`config.mk`:
```
export PLATFORM = sky130hd
export DESIGN_NAME = alu_share_arb_flat
export DESIGN_NICKNAME = d
export VERILOG_FILES = /design/src/rtl/alu_pkg.sv /design/src/rtl/alu_share_arb_if.sv /design/src/rtl/rr_arbiter.sv /design/src/rtl/alu_share_arb.sv /design/src/flat_wrapper.sv
export SDC_FILE = /design/constraint.sdc
export NUM_CORES = 1
export LEC_CHECK = 0
export CAP_MARGIN = 25
export CORE_AREA = 2 2 112 114
export CTS_CLUSTER_SIZE = 30
export DETAILED_ROUTE_END_ITERATION = 10
export DIE_AREA = 0 0 114 116
export PLACE_DENSITY = 0.66
export RECOVER_POWER = 25
export SLEW_MARGIN = 20
export SYNTH_ARGS = -nofsm -noshare
export SYNTH_HDL_FRONTEND = slang
export SYNTH_SLANG_ARGS = --single-unit
export TNS_END_PERCENT = 5
```
`constraint.sdc`:
```
create_clock -name clk -period 4.05 [get_ports clk]
set_clock_uncertainty 0.2 [all_clocks]
set_input_delay 0.405 -clock clk [delete_from_list [all_inputs] [get_ports clk]]
set_output_delay 0.405 -clock clk [all_outputs]
set_load 0.05 [all_outputs]
```
`src/rtl/alu_pkg.sv`:
```
// ALU opcode, flag-index and shared-unit state definitions.
// No logic; types and constants only.
// Not applicable: carries no handshakes.
package alu_pkg;

  typedef enum logic [3:0] {
    ADD  = 4'd0,
    SUB  = 4'd1,
    AND  = 4'd2,
    OR   = 4'd3,
    XOR  = 4'd4,
    SLT  = 4'd5,
    SLL  = 4'd6,
    SLTU = 4'd7,
    SRL  = 4'd8,
    SRA  = 4'd9
  } alu_op_e;

  localparam logic [3:0] ALU_OP_MAX = 4'd9;

  // Bit positions inside the {O,N,Z,C} flag nibble.
  localparam int FLAG_C = 0;
  localparam int FLAG_Z = 1;
  localparam int FLAG_N = 2;
  localparam int FLAG_O = 3;

  // Occupancy of the single shared result register.
  typedef enum logic {
    ST_EMPTY = 1'b0,
    ST_FULL  = 1'b1
  } arb_state_e;

  // Codes above the last defined opcode make the ALU return zero.
  function automatic logic is_illegal_op(input logic [3:0] ctrl);
    return ctrl > ALU_OP_MAX;
  endfunction

endpackage

```
`src/rtl/alu_share_arb_if.sv`:
```
// Bundles requester channels, the ALU operand/result wires and the response channel.
// No latency: wires only.
// Requests and response use valid/ready; the ALU leg is purely combinational.
interface alu_share_arb_if #(
  parameter int REG_BITS = 32,
  parameter int NUM_REQ  = 2,
  parameter int ID_BITS  = $clog2(NUM_REQ)
);

  logic [NUM_REQ-1:0]               req_valid;
  logic [NUM_REQ-1:0]               req_ready;
  logic [NUM_REQ-1:0][REG_BITS-1:0] req_a;
  logic [NUM_REQ-1:0][REG_BITS-1:0] req_b;
  logic [NUM_REQ-1:0][3:0]          req_ctrl;

  logic [REG_BITS-1:0]              alu_a;
  logic [REG_BITS-1:0]              alu_b;
  logic [3:0]                       alu_ctrl;
  logic [REG_BITS-1:0]              alu_c;
  logic [3:0]                       alu_onzc;

  logic                             rsp_valid;
  logic                             rsp_ready;
  logic [ID_BITS-1:0]               rsp_id;
  logic [REG_BITS-1:0]              rsp_data;
  logic [3:0]                       rsp_onzc;
  logic                             rsp_illegal;

  // Arbiter side.
  modport slave (
    input  req_valid, req_a, req_b, req_ctrl, alu_c, alu_onzc, rsp_ready,
    output req_ready, alu_a, alu_b, alu_ctrl,
           rsp_valid, rsp_id, rsp_data, rsp_onzc, rsp_illegal
  );

  // Requesters, ALU and response consumer side.
  modport master (
    output req_valid, req_a, req_b, req_ctrl, alu_c, alu_onzc, rsp_ready,
    input  req_ready, alu_a, alu_b, alu_ctrl,
           rsp_valid, rsp_id, rsp_data, rsp_onzc, rsp_illegal
  );

endinterface

```
`src/rtl/rr_arbiter.sv`:
```
// Round-robin request picker: first asserted request at or above ptr, wrapping.
// Combinational, zero latency.
// No backpressure of its own; the caller decides whether the grant is taken.
module rr_arbiter #(
  parameter int NUM_REQ = 2,
  parameter int ID_BITS = $clog2(NUM_REQ)
) (
  input  logic [NUM_REQ-1:0] req_i,
  input  logic [ID_BITS-1:0] ptr_i,
  output logic [NUM_REQ-1:0] grant_o,
  output logic [ID_BITS-1:0] grant_idx_o,
  output logic               any_grant_o
);

  // Requests rotated so bit 0 is the requester at ptr_i.
  logic [NUM_REQ-1:0] rot_w;
  int                 off_w;

  assign rot_w = NUM_REQ'({req_i, req_i} >> ptr_i);

  // Lowest set bit of the rotated vector is the winner; map it back to an absolute index.
  always_comb begin
    off_w       = 0;
    any_grant_o = 1'b0;
    for (int k = NUM_REQ - 1; k >= 0; k--) begin
      if (rot_w[k]) begin
        off_w       = k;
        any_grant_o = 1'b1;
      end
    end
    grant_idx_o = ID_BITS'((int'(ptr_i) + off_w) % NUM_REQ);
  end

  // One-hot form of the winning index.
  always_comb begin
    grant_o = '0;
    for (int i = 0; i < NUM_REQ; i++) begin
      grant_o[i] = any_grant_o && (grant_idx_o == ID_BITS'(i));
    end
  end

endmodule

```
`src/rtl/alu_share_arb.sv`:
```
// Shares one combinational ALU between NUM_REQ requesters with round-robin priority.
// Accepted request -> registered response one cycle later; one result per cycle sustained.
// A full, unaccepted result register blocks all req_ready; draining frees the slot in the same cycle.
module alu_share_arb
  import alu_pkg::*;
#(
  parameter int REG_BITS = 32,
  parameter int NUM_REQ  = 2,
  parameter int ID_BITS  = $clog2(NUM_REQ)
) (
  input  logic           clk,
  input  logic           rst_n,
  alu_share_arb_if.slave bus
);

  arb_state_e          state_q, state_d;
  logic [ID_BITS-1:0]  rr_ptr_q, rr_ptr_d;

  logic [ID_BITS-1:0]  rsp_id_q;
  logic [REG_BITS-1:0] rsp_data_q;
  logic [3:0]          rsp_onzc_q;
  logic                rsp_illegal_q;

  logic [NUM_REQ-1:0]  grant_oh;
  logic [ID_BITS-1:0]  grant_idx;
  logic                any_grant;
  logic                can_issue;
  logic                fire;

  logic [REG_BITS-1:0] mux_a;
  logic [REG_BITS-1:0] mux_b;
  logic [3:0]          mux_ctrl;

  rr_arbiter #(
    .NUM_REQ (NUM_REQ),
    .ID_BITS (ID_BITS)
  ) u_arb (
    .req_i       (bus.req_valid),
    .ptr_i       (rr_ptr_q),
    .grant_o     (grant_oh),
    .grant_idx_o (grant_idx),
    .any_grant_o (any_grant)
  );

  // Steer the granted requester onto the ALU; with no grant drive zeros so the ALU never sees X.
  always_comb begin
    mux_a    = '0;
    mux_b    = '0;
    mux_ctrl = '0;
    if (any_grant) begin
      mux_a    = bus.req_a[grant_idx];
      mux_b    = bus.req_b[grant_idx];
      mux_ctrl = bus.req_ctrl[grant_idx];
    end
  end

  assign bus.alu_a    = mux_a;
  assign bus.alu_b    = mux_b;
  assign bus.alu_ctrl = mux_ctrl;

  // Issue decision, result-register occupancy and priority rotation (rotates only on fire).
  always_comb begin
    state_d   = state_q;
    rr_ptr_d  = rr_ptr_q;
    can_issue = (state_q == ST_EMPTY) || bus.rsp_ready;
    fire      = can_issue && any_grant;
    case (state_q)
      ST_EMPTY: if (fire) state_d = ST_FULL;
      ST_FULL:  if (bus.rsp_ready && !fire) state_d = ST_EMPTY;
      default:  state_d = ST_EMPTY;
    endcase
    if (fire) begin
      rr_ptr_d = (grant_idx == ID_BITS'(NUM_REQ - 1)) ? '0 : grant_idx + 1'b1;
    end
  end

  assign bus.req_ready = can_issue ? grant_oh : '0;

  // State and priority pointer; reset discards any held result and returns priority to requester 0.
  always_ff @(posedge clk or negedge rst_n) begin
    if (!rst_n) begin
      state_q  <= ST_EMPTY;
      rr_ptr_q <= '0;
    end else begin
      state_q  <= state_d;
      rr_ptr_q <= rr_ptr_d;
    end
  end

  // Result register loads only on fire; a plain drain leaves the old contents in place.
  always_ff @(posedge clk or negedge rst_n) begin
    if (!rst_n) begin
      rsp_id_q      <= '0;
      rsp_data_q    <= '0;
      rsp_onzc_q    <= '0;
      rsp_illegal_q <= 1'b0;
    end else if (fire) begin
      rsp_id_q      <= grant_idx;
      rsp_data_q    <= bus.alu_c;
      rsp_onzc_q    <= bus.alu_onzc;
      rsp_illegal_q <= is_illegal_op(mux_ctrl);
    end
  end

  assign bus.rsp_valid   = (state_q == ST_FULL);
  assign bus.rsp_id      = rsp_id_q;
  assign bus.rsp_data    = rsp_data_q;
  assign bus.rsp_onzc    = rsp_onzc_q;
  assign bus.rsp_illegal = rsp_illegal_q;

endmodule

```
`src/flat_wrapper.sv`:
```
// flat-port wrapper written by rule: the top's interface ports become plain ports
module alu_share_arb_flat import alu_pkg::*;
#(
  parameter int REG_BITS = 32,
  parameter int NUM_REQ  = 2,
  parameter int ID_BITS  = $clog2(NUM_REQ)
)
  (clk, rst_n, bus_req_valid, bus_req_a, bus_req_b, bus_req_ctrl, bus_alu_c, bus_alu_onzc, bus_rsp_ready, bus_req_ready, bus_alu_a, bus_alu_b, bus_alu_ctrl, bus_rsp_valid, bus_rsp_id, bus_rsp_data, bus_rsp_onzc, bus_rsp_illegal);
  alu_share_arb_if #(.REG_BITS(REG_BITS), .NUM_REQ(NUM_REQ), .ID_BITS(ID_BITS)) bus_i ();
  input  logic clk;
  input  logic rst_n;
  input wire logic [$bits(bus_i.req_valid)-1:0] bus_req_valid;
  input wire logic [$bits(bus_i.req_a)-1:0] bus_req_a;
  input wire logic [$bits(bus_i.req_b)-1:0] bus_req_b;
  input wire logic [$bits(bus_i.req_ctrl)-1:0] bus_req_ctrl;
  input wire logic [$bits(bus_i.alu_c)-1:0] bus_alu_c;
  input wire logic [$bits(bus_i.alu_onzc)-1:0] bus_alu_onzc;
  input wire logic [$bits(bus_i.rsp_ready)-1:0] bus_rsp_ready;
  output wire logic [$bits(bus_i.req_ready)-1:0] bus_req_ready;
  output wire logic [$bits(bus_i.alu_a)-1:0] bus_alu_a;
  output wire logic [$bits(bus_i.alu_b)-1:0] bus_alu_b;
  output wire logic [$bits(bus_i.alu_ctrl)-1:0] bus_alu_ctrl;
  output wire logic [$bits(bus_i.rsp_valid)-1:0] bus_rsp_valid;
  output wire logic [$bits(bus_i.rsp_id)-1:0] bus_rsp_id;
  output wire logic [$bits(bus_i.rsp_data)-1:0] bus_rsp_data;
  output wire logic [$bits(bus_i.rsp_onzc)-1:0] bus_rsp_onzc;
  output wire logic [$bits(bus_i.rsp_illegal)-1:0] bus_rsp_illegal;
  assign bus_i.req_valid = bus_req_valid;
  assign bus_i.req_a = bus_req_a;
  assign bus_i.req_b = bus_req_b;
  assign bus_i.req_ctrl = bus_req_ctrl;
  assign bus_i.alu_c = bus_alu_c;
  assign bus_i.alu_onzc = bus_alu_onzc;
  assign bus_i.rsp_ready = bus_rsp_ready;
  assign bus_req_ready = bus_i.req_ready;
  assign bus_alu_a = bus_i.alu_a;
  assign bus_alu_b = bus_i.alu_b;
  assign bus_alu_ctrl = bus_i.alu_ctrl;
  assign bus_rsp_valid = bus_i.rsp_valid;
  assign bus_rsp_id = bus_i.rsp_id;
  assign bus_rsp_data = bus_i.rsp_data;
  assign bus_rsp_onzc = bus_i.rsp_onzc;
  assign bus_rsp_illegal = bus_i.rsp_illegal;
  alu_share_arb #(.REG_BITS(REG_BITS), .NUM_REQ(NUM_REQ), .ID_BITS(ID_BITS)) u_core (.clk(clk), .rst_n(rst_n), .bus(bus_i));
endmodule
```
==> results.ini <==
[status]
outcome = finished, violations left
failed_checks = capacitance limit, slew limit

[yosys]
seq_area_frac_synth_pct = 43.6
synth_fp_nets = 361
synth_compound_area_share_pct = 28.6
synth_adder_area_share_pct = 0
syn_avg_cell_area_um2 = 12.5
async_flop_share_pct = 100
synth_ff_type = dfrtp_1
synthCells = 184
synth_xor_area_share_pct = 0
ys_types = 24
synth_area_um2 = 2300
synth_top_family_by_area = compound AO/OA/AOI/OAI gates
synth-seq-cells = 40
synth_edf_count = 0
yosys_warnings = 0
yosys.area_share.simple_pct = 3.32
synthMuxAreaShare_pct = 17.7

[worst_setup_path]
path_max_fanout = 58
path_class = primary input to output port
end_kind = output port
crit_slowest_cell = clkdlybuf4s50_1
start_kind = primary input
cp_cell_sequence = dlygate4sd3_1 > a21boi_4 > buf_12 > a22o_1 > clkdlybuf4s50_1
cpPeakStageDelay_ns = 0.84
critPathArrivalTime_ns = 2.84
cp.required_ns = 3.44

[finish]
nets = 636
multiInputGateArea_um2 = 1140
antenna_cells = 0
area_delta_synth_final_pct = 134
final_core_util_pct = 45.1
nFillCells = 1119
ff_latch_area_um2 = 1000
layout-drive-gt1-share_pct = 8.91

[route]
drt_wl_total_um = 11300
drcViolationCount = 0
viasPerCell = 4.50
dr.pass1.iters = 4
vias = 2734
drtIter0Drc = 130
wl_per_cell_um = 18.6
ant_nets = 0

[clocking]
max-clock-path-buffers = 2
cts_tree = built
numCtsBuffers = 5
postCtsResizedCells = 0
htree_levels = 2
hold_buffers = 0
cts_num_sinks = 40
cts_post_setup_buffers_inserted = 0
clkLatencyLatePin_ns = 0.27
cts_root_buf = clkbuf_16
path_clk_slew_ns = 0.06

[floorplanning]
ioPinCount = 286
die_y_um = 116
core_area_um2 = 11900
dieWidth_um = 114
placementRows = 40
die-area_um2 = 13200
floorplan.initialDensity_pct = 19.3

[timing]
timing.setup.tns_ns = 0
report.final.slew_viol_count = 41
max_freq_mhz = 290
relSlewSlack_pct = -43.5
hold_viol_final = 0
min_period_over_period_pct = 85.0
final.min_clock_period_ns = 3.44
finalSetupViolCount = 0
worstMarginPinSlew_ns = 2.15
rsz0062_at_grt = false

[global_routing]
grt_pass1_vias = 2824
grt_usage_pct = 15.3
grt_antenna_before_repair = 0
grt_overflow_total = 0
grt_max_degree = 59
grt_pass1_wl_um = 15600

[run]
drv_cap = 1

[place]
place_hpwl_um = 9380
gp_congestion = 0.822
io_buffers = 285

[power_and_ir_drop]
ir_worst_vdd_v = 0.000227
p_leak_uw = 0.00214
power_density_nw_per_um2 = 367

[hold_path]
hp-class = register to register

-- per-layer routing --
| layer | track usage [%] | up-vias | part of all wire, % |
|---|---|---|---|
| met5 | 0 | - | 0 |
| met4 | 5.77 | 0 | 2.8 |
| met3 | 5.39 | 18 | 10 |
| met2 | 27.9 | 167 | 52 |
| met1 | 16.2 | 1279 | 35 |
| li1 | - | 1270 | - |
-- area by class of cell --
| cell class | count | area share [%] |
|---|---|---|
| multi-input cells | 122 | 21.2 |
| repair buffers | 288 | 54.0 |
| clock buffers | 7 | 2.47 |
| flip-flops and latches | 40 | 18.6 |
| well taps | 147 | 3.42 |
| clock inverters | 1 | 0.163 |
| inverters | 2 | 0.140 |
-- synth_stat cells (2+ instances only) --
master / count / share of area, %
mux2_2: 23 / 11
mux2_1: 13 / 6.4
inv_1: 2 / 0.33
a32oi_1: 2 / 0.76
a22o_1: 67 / 26
buf_4: 2 / 0.65
buf_2: 11 / 2.4
dfrtp_1: 40 / 44
buf_6: 7 / 3.4
or2_2: 3 / 0.82
-- sequential cells by signal, summed over array words and instances, names as in the netlist --
name	count
u_core.bus.rsp_illegal	1
u_core.bus.rsp_data	32
u_core.rr_ptr_q	1
u_core.bus.rsp_id	1
u_core.bus.rsp_valid	1
u_core.bus.rsp_onzc	4
-- final timing paths --
path / startpoint / end / slack [ns] / depth (start not counted)
worst max-delay path: bus_req_valid[1] / bus_alu_a[12] / 0.61 / 5
worst min-delay path: u_core.bus.rsp_data[0]$_DFFE_PN0P_ / u_core.bus.rsp_data[0]$_DFFE_PN0P_ / 0.28 / 1
worst max register to register: u_core.bus.rsp_valid$_DFF_PN0_ / u_core.bus.rsp_data[19]$_DFFE_PN0P_ / 1.75 / 4
max in group asynchronous: rst_n / u_core.bus.rsp_illegal$_DFFE_PN0P_ / 1.86 / 1
min in group asynchronous: rst_n / u_core.bus.rsp_data[23]$_DFFE_PN0P_ / 0.55 / 1
worst min register to register: u_core.bus.rsp_data[0]$_DFFE_PN0P_ / u_core.bus.rsp_data[0]$_DFFE_PN0P_ / 0.28 / 1
-- report_power, final --
part | internal (µW) | switching [µW] | total, µW | leakage (µW)
clock | 230 | 157 | 387 | 0.0000681
combinational | 459 | 638 | 1100 | 0.00160
sequential | 455 | 29.8 | 485 | 0.000468
total | 1140 | 825 | 1970 | 0.00214
-- cells in the final DEF (no fill, tap or decap), types with 3 or more instances in the layout --
cell,count
clkdlybuf4s50_1,280
a22o_1,67
dfrtp_1,40
mux2_2,23
mux2_1,13
clkbuf_16,5
nor2_1,3
or2_2,3
clkbuf_1,3
buf_12,3
-- stage by stage --
stage	hold WS, ns	std cells	worst slack, ns	total power, µW	instance area, µm²
global placement	0.271	598	0.682	1580	5220
detailed placement	0.274	598	0.646	1590	5220
global route	0.309	607	0.537	2050	5370
CTS	0.0825	606	0.649	1990	5360
finish	0.285	607	0.606	1970	5370
floorplan	-0.0906	184	1.29	1130	2300
-- worst max-delay path, delay by kind of cell --
family          cells  cell delay (ns)
compound gates      2             0.60
buf+inv             3             1.78
-- cell families (layout without fill, tap and decap cells) --
| family | count (synthesis) | in the layout |
|---|---|---|
| simple gates | 11 | 11 |
| mux | 36 | 36 |
| buf+inv | 22 | 298 |
| flops | 40 | 40 |
| compound gates | 75 | 75 |
(Power assumes the default switching activity.)
